$ cat src/rtl/instr_decode_reg_pkg.sv
// Shared definitions for the instruction-register / decode stage:
// MIPS primary opcodes and the skid-buffer occupancy states.
package instr_decode_reg_pkg;

    // MIPS primary opcodes (Instr[31:26])
    localparam logic [5:0] OP_RTYPE  = 6'h00;
    localparam logic [5:0] OP_REGIMM = 6'h01;
    localparam logic [5:0] OP_J      = 6'h02;
    localparam logic [5:0] OP_JAL    = 6'h03;
    localparam logic [5:0] OP_BEQ    = 6'h04;
    localparam logic [5:0] OP_BNE    = 6'h05;
    localparam logic [5:0] OP_ADDI   = 6'h08;
    localparam logic [5:0] OP_ADDIU  = 6'h09;
    localparam logic [5:0] OP_SLTI   = 6'h0A;
    localparam logic [5:0] OP_SLTIU  = 6'h0B;
    localparam logic [5:0] OP_ANDI   = 6'h0C;
    localparam logic [5:0] OP_ORI    = 6'h0D;
    localparam logic [5:0] OP_XORI   = 6'h0E;
    localparam logic [5:0] OP_LUI    = 6'h0F;
    localparam logic [5:0] OP_LW     = 6'h23;
    localparam logic [5:0] OP_SW     = 6'h2B;

    // Buffer occupancy: no entries, head only, head plus skid
    typedef enum logic [1:0] {
        ST_EMPTY = 2'd0,
        ST_HALF  = 2'd1,
        ST_FULL  = 2'd2
    } id_state_e;

endpackage

$ cat src/rtl/instr_decode_reg_ext_sel_decode.sv
// Opcode decode for the immediate extension mode fed to SignZeroExtend.
// With ID_ILLEGAL_OP_EN defined, also flags opcodes outside the supported set.
module ext_sel_decode
    import instr_decode_reg_pkg::*;
(
    input  logic [5:0] op,
    output logic       ext_sel
`ifdef ID_ILLEGAL_OP_EN
    ,
    output logic       illegal_op
`endif
);

    // Sign-extend for arithmetic-immediate, branch and load/store opcodes
    always_comb begin
        ext_sel = 1'b0;
        case (op)
            OP_REGIMM, OP_BEQ, OP_BNE,
            OP_ADDI, OP_ADDIU, OP_SLTI, OP_SLTIU,
            OP_LW, OP_SW: ext_sel = 1'b1;
            default:      ext_sel = 1'b0;
        endcase
    end

`ifdef ID_ILLEGAL_OP_EN
    // Any opcode not in the supported list is illegal
    always_comb begin
        illegal_op = 1'b1;
        case (op)
            OP_RTYPE, OP_REGIMM, OP_J, OP_JAL, OP_BEQ, OP_BNE,
            OP_ADDI, OP_ADDIU, OP_SLTI, OP_SLTIU,
            OP_ANDI, OP_ORI, OP_XORI, OP_LUI,
            OP_LW, OP_SW: illegal_op = 1'b0;
            default:      illegal_op = 1'b1;
        endcase
    end
`endif

endmodule

$ cat src/rtl/instr_decode_reg.sv
// Instruction register / decode stage upstream of SignZeroExtend.
// Two-entry skid buffer (head + skid) with valid/ready on both sides,
// branch flush, and field slicing of the head instruction.
// Optional feature: define ID_ILLEGAL_OP_EN to add the IllegalOp output.
module instr_decode_reg
    import instr_decode_reg_pkg::*;
#(
    parameter int          PC_W        = 32,
    parameter logic [31:0] RESET_INSTR = 32'h0000_0000
)(
    input  logic            CLK,
    input  logic            RST,
    input  logic            Flush,
    input  logic            InValid,
    output logic            InReady,
    input  logic [31:0]     InInstr,
    input  logic [PC_W-1:0] InPC4,
    output logic            OutValid,
    input  logic            OutReady,
    output logic [31:0]     OutInstr,
    output logic [PC_W-1:0] OutPC4,
    output logic [5:0]      Op,
    output logic [5:0]      Funct,
    output logic [4:0]      Rs,
    output logic [4:0]      Rt,
    output logic [4:0]      Rd,
    output logic [4:0]      Sa,
    output logic [15:0]     Immediate,
    output logic            ExtSel,
    output logic [25:0]     JumpTarget
`ifdef ID_ILLEGAL_OP_EN
    ,
    output logic            IllegalOp
`endif
);

    id_state_e       state_r;
    id_state_e       state_nxt_s;
    logic [31:0]     head_instr_r;
    logic [PC_W-1:0] head_pc4_r;
    logic [31:0]     skid_instr_r;
    logic [PC_W-1:0] skid_pc4_r;

    logic in_ready_s;
    logic out_valid_s;
    logic accept_s;
    logic emit_s;
    logic load_head_s;
    logic load_skid_s;
    logic skid_to_head_s;

    // Handshake flags depend on state only, so InReady has no input path
    assign in_ready_s  = (state_r != ST_FULL);
    assign out_valid_s = (state_r != ST_EMPTY);
    assign accept_s    = InValid & in_ready_s;
    assign emit_s      = out_valid_s & OutReady;

    // Next-state and data-movement decode for the skid buffer
    always_comb begin
        state_nxt_s    = state_r;
        load_head_s    = 1'b0;
        load_skid_s    = 1'b0;
        skid_to_head_s = 1'b0;
        case (state_r)
            ST_EMPTY: begin
                if (accept_s) begin
                    load_head_s = 1'b1;
                    state_nxt_s = ST_HALF;
                end else begin
                    state_nxt_s = ST_EMPTY;
                end
            end
            ST_HALF: begin
                if (accept_s && emit_s) begin
                    load_head_s = 1'b1;
                    state_nxt_s = ST_HALF;
                end else if (accept_s) begin
                    load_skid_s = 1'b1;
                    state_nxt_s = ST_FULL;
                end else if (emit_s) begin
                    state_nxt_s = ST_EMPTY;
                end else begin
                    state_nxt_s = ST_HALF;
                end
            end
            ST_FULL: begin
                if (emit_s) begin
                    skid_to_head_s = 1'b1;
                    state_nxt_s    = ST_HALF;
                end else begin
                    state_nxt_s = ST_FULL;
                end
            end
            default: begin
                state_nxt_s = ST_EMPTY;
            end
        endcase
    end

    // State and entry registers; reset and flush both return to a clean nop-filled buffer
    always_ff @(posedge CLK) begin
        if (RST || Flush) begin
            state_r      <= ST_EMPTY;
            head_instr_r <= RESET_INSTR;
            head_pc4_r   <= {PC_W{1'b0}};
            skid_instr_r <= RESET_INSTR;
            skid_pc4_r   <= {PC_W{1'b0}};
        end else begin
            state_r <= state_nxt_s;
            if (load_head_s) begin
                head_instr_r <= InInstr;
                head_pc4_r   <= InPC4;
            end else if (skid_to_head_s) begin
                head_instr_r <= skid_instr_r;
                head_pc4_r   <= skid_pc4_r;
            end
            if (load_skid_s) begin
                skid_instr_r <= InInstr;
                skid_pc4_r   <= InPC4;
            end
        end
    end

    assign InReady    = in_ready_s;
    assign OutValid   = out_valid_s;
    assign OutInstr   = head_instr_r;
    assign OutPC4     = head_pc4_r;
    assign Op         = head_instr_r[31:26];
    assign Rs         = head_instr_r[25:21];
    assign Rt         = head_instr_r[20:16];
    assign Rd         = head_instr_r[15:11];
    assign Sa         = head_instr_r[10:6];
    assign Funct      = head_instr_r[5:0];
    assign Immediate  = head_instr_r[15:0];
    assign JumpTarget = head_instr_r[25:0];

`ifdef ID_ILLEGAL_OP_EN
    logic illegal_op_s;

    ext_sel_decode u_ext_sel_decode (
        .op         (head_instr_r[31:26]),
        .ext_sel    (ExtSel),
        .illegal_op (illegal_op_s)
    );

    assign IllegalOp = out_valid_s & illegal_op_s;
`else
    ext_sel_decode u_ext_sel_decode (
        .op      (head_instr_r[31:26]),
        .ext_sel (ExtSel)
    );
`endif

endmodule

$ cat config.mk
export PLATFORM = sky130hd
export DESIGN_NAME = instr_decode_reg
export DESIGN_NICKNAME = d
export VERILOG_FILES = /design/src/rtl/instr_decode_reg_pkg.sv /design/src/rtl/instr_decode_reg_ext_sel_decode.sv /design/src/rtl/instr_decode_reg.sv
export SDC_FILE = /design/constraint.sdc
export NUM_CORES = 1
export LEC_CHECK = 0
export CORE_MARGIN = 1
export CORE_UTILIZATION = 47
export CTS_BUF_LIST = sky130_fd_sc_hd__clkbuf_8
export CTS_CLUSTER_SIZE = 24
export DETAILED_ROUTE_END_ITERATION = 8
export PLACE_DENSITY = 0.83
export SLEW_MARGIN = 0
export SYNTH_ARGS = -nofsm -noshare
export SYNTH_HDL_FRONTEND = slang
export SYNTH_SLANG_ARGS = --single-unit
$ cat constraint.sdc
create_clock -name CLK -period 1.4 [get_ports CLK]
set_input_delay 0.14 -clock CLK [delete_from_list [all_inputs] [get_ports CLK]]
set_output_delay 0.14 -clock CLK [all_outputs]
set_load 0.05 [all_outputs]
==> impl_metrics.tcl <==
set metrics [dict create \
    h-tree-depth 4 \
    finalCritPeriodShare 1.18 \
    die_y_um 116 \
    yosys_register_bits 130 \
    relSlewSlack 0.749 \
    fin_skew_ns 0.00994 \
    grt_max_degree 51 \
    die_w_um 116 \
    syn-mean-instance-area_sq_um 8.33 \
    peakVddDrop_mv 0.598 \
    cts_tree "yes" \
    comb_power_share 0.240 \
    dr.pass1.iters 5 \
    holdCritPathClass "input port to flip-flop" \
    drc 0 \
    synth_edf_count 0 \
    final_net_count 956 \
    finalMaxSlewViolations 0 \
    p_sw_uw 2880 \
    layout_commonest_cell "nand2_1" \
    ys.flop_type "dfxtp_1" \
    synth.area.top_cells "dfxtp_1, nand2_1, a311oi_2" \
    violations "setup timing" \
    multi_input_area_sq_um 2890 \
    synth_cell_type_count 24 \
    hpwlAfterDp_mm 12.3 \
    antenna_cells 0 \
    grt_pass1_vias 5909 \
    wl_per_cell_um 18.9 \
    start_util 0.485 \
    netlist_area_sq_um 6140 \
    pin_count 210 \
    maxCapViolations 0 \
    cts_buffer_depth 2 \
    tightest_slew_ns 0.377 \
    worstSetupEndpointType "output pin" \
    postSynthCellCount 737 \
    vias 6166 \
    stdcell_area_sq_um 10000 \
    period_minus_slack_ns 1.65 \
    syn2layout_area_growth_pct 63.6 \
    viasPerCell 5.76 \
    finalHoldViolCount 0 \
    syn_nets 806 \
    async_reset_ff_frac 0 \
    critical_path.slowest_cell "dfxtp_4" \
    worstPathMaxFanout 4 \
    synth_top_area_share 0.424 \
    intPower_uw 6630 \
    switching_share 0.303 \
    preCtsSetupSlack_ns -0.368 \
    antenna_found_initial 0 \
    worst-path-buf-inv 1 \
    drt_first_iter_violations 466 \
    ys_seq_area_frac 0.424 \
    nFillCells 749 \
    p_clk_frac 0.349 \
    gr-total-overflow 0 \
    outcome "finished with violations" \
    pwr-share-seq 0.410 \
    rsz0062_at_grt "yes" \
    fmax_ghz 0.605 \
    p_per_area_nw_per_um2 946 \
    clk_pin_slew_ns 0.08 \
    most-common-layout-cells "nand2_1, buf_12, dfxtp_1" \
    critical_path_arrival_ns 1.51 \
    final_core_util 0.793 \
    rows 41 \
    crit_path_cell_trace "xnor2_2, nand3b_1, a21oi_4, buf_12" \
    slowest_delay_ns 0.38 \
    grt_pass1_wl_mm 29.2 \
    numCtsBuffers 17 \
    placed_area_sq_um 9120 \
    cp_top_family "flip-flops" \
    grt_usage 0.281 \
    clkLatencyLatePin_ns 0.44 \
    area.sequential_sq_um 2620 \
    die_area_sq_um 13500 \
    finalSetupViolCount 9 \
    leakage_uw 0.00348 \
    yosysWarnings 0 \
    routabilityCongestion 0.753 \
    antenna_left 0 \
    crit_required_ns 1.26 \
    critPathLaunchType "flip-flop" \
    cts_root_buffer "clkbuf_8" \
    final_layout_size_suffix_gt1_frac 0.386 \
    power_uw 9500 \
    synth_area_leader_cell "dfxtp_1" \
    clock_sinks 130 \
    core-area_sq_um 12700 \
    tns_ns -0.394 \
    routed_wl_mm 20.2 \
    fin_ws_ns -0.252 \
    cts_hold_buffers 0 \
    worstSetupPathType "flip-flop to output pin" \
    io_buffers 209 \
]
## power by group through the flow
| stage | clock network, uW | registers (uW) | logic, uW |
|---|---|---|---|
| after floorplan | 0 | 4230 | 911 |
| after global placement | 0 | 3980 | 2140 |
| after detailed placement | 0 | 3980 | 2170 |
| after CTS | 3330 | 3900 | 2200 |
| after global routing | 3540 | 3910 | 2370 |
| final | 3320 | 3900 | 2290 |
## state kept, by name, indices dropped and copies added, names as in the netlist
register	cells
OutInstr	32
OutPC4	32
skid_instr_r	32
skid_pc4_r	32
state_r	2
## cell families after synthesis
family / after synthesis / synth area share
AOI/OAI and AO/OA: 132 / 0.197
DFF: 130 / 0.424
xor gates and xnor gates: 1 / 0.00143
and+or+nand+nor: 336 / 0.228
buffers and inverters: 138 / 0.150
## synth_stat cells, types with 2 or more instances
| cell | count |
|---|---|
| dfxtp_1 | 130 |
| clkbuf_1 | 12 |
| nand3b_1 | 3 |
| nand2b_1 | 2 |
| buf_2 | 37 |
| nor3_1 | 64 |
| a311oi_1 | 15 |
| a311oi_2 | 49 |
| a21oi_1 | 67 |
| buf_4 | 81 |
| nand2_1 | 256 |
| buf_6 | 7 |
| or2_1 | 2 |
| nor2_1 | 2 |
## worst reg2reg max path, stage by stage (launching register included)
cell and delay [ns]:
dfxtp_2 0.34, buf_6 0.12, and4bb_4 0.45, clkbuf_16 0.23
nand2_1 0.07, a21oi_1 0.16
## timing repair
action	4_1_cts	5_1_grt
pin swaps	4	9
setup buffers	3	3
resized for setup	13	55
gates cloned	1	8
endpoints found under the setup margin	17	53
## through the flow
stage                     cells  hold slack [ns]
after floorplan             737            0.213
after global placement     1026            0.441
after detailed placement   1026            0.447
after CTS                  1061            0.281
after global routing       1071            0.277
final                      1071            0.288
## cell type report
| class | instances | area share |
|---|---|---|
| tap | 172 | 0.0214 |
| timing repair buffer | 268 | 0.389 |
| multi-input combinational | 470 | 0.287 |
| clock buffer | 18 | 0.0247 |
| clock inverter | 13 | 0.0162 |
| sequential | 130 | 0.261 |
## layer usage
layer,routed length [um],GRT usage
met1,7330,0.309
met2,10500,0.502
met3,1760,0.0695
met4,612,0.139
met5,0,0
## final timing paths
check / slack, ns / depth (start not counted) / endpoint / startpoint
max: -0.25 / 4 / ExtSel / OutInstr[27]$_SDFFE_PP0P_
min: 0.29 / 3 / skid_pc4_r[26]$_SDFFE_PP0P_ / InPC4[26]
max reg2reg: -0.05 / 5 / skid_instr_r[26]$_SDFFE_PP0P_ / state_r[1]$_SDFF_PP0_
min reg2reg: 0.46 / 2 / skid_pc4_r[13]$_SDFFE_PP0P_ / skid_pc4_r[13]$_SDFFE_PP0P_
Note: power is estimated with default switching activity, not from simulation.
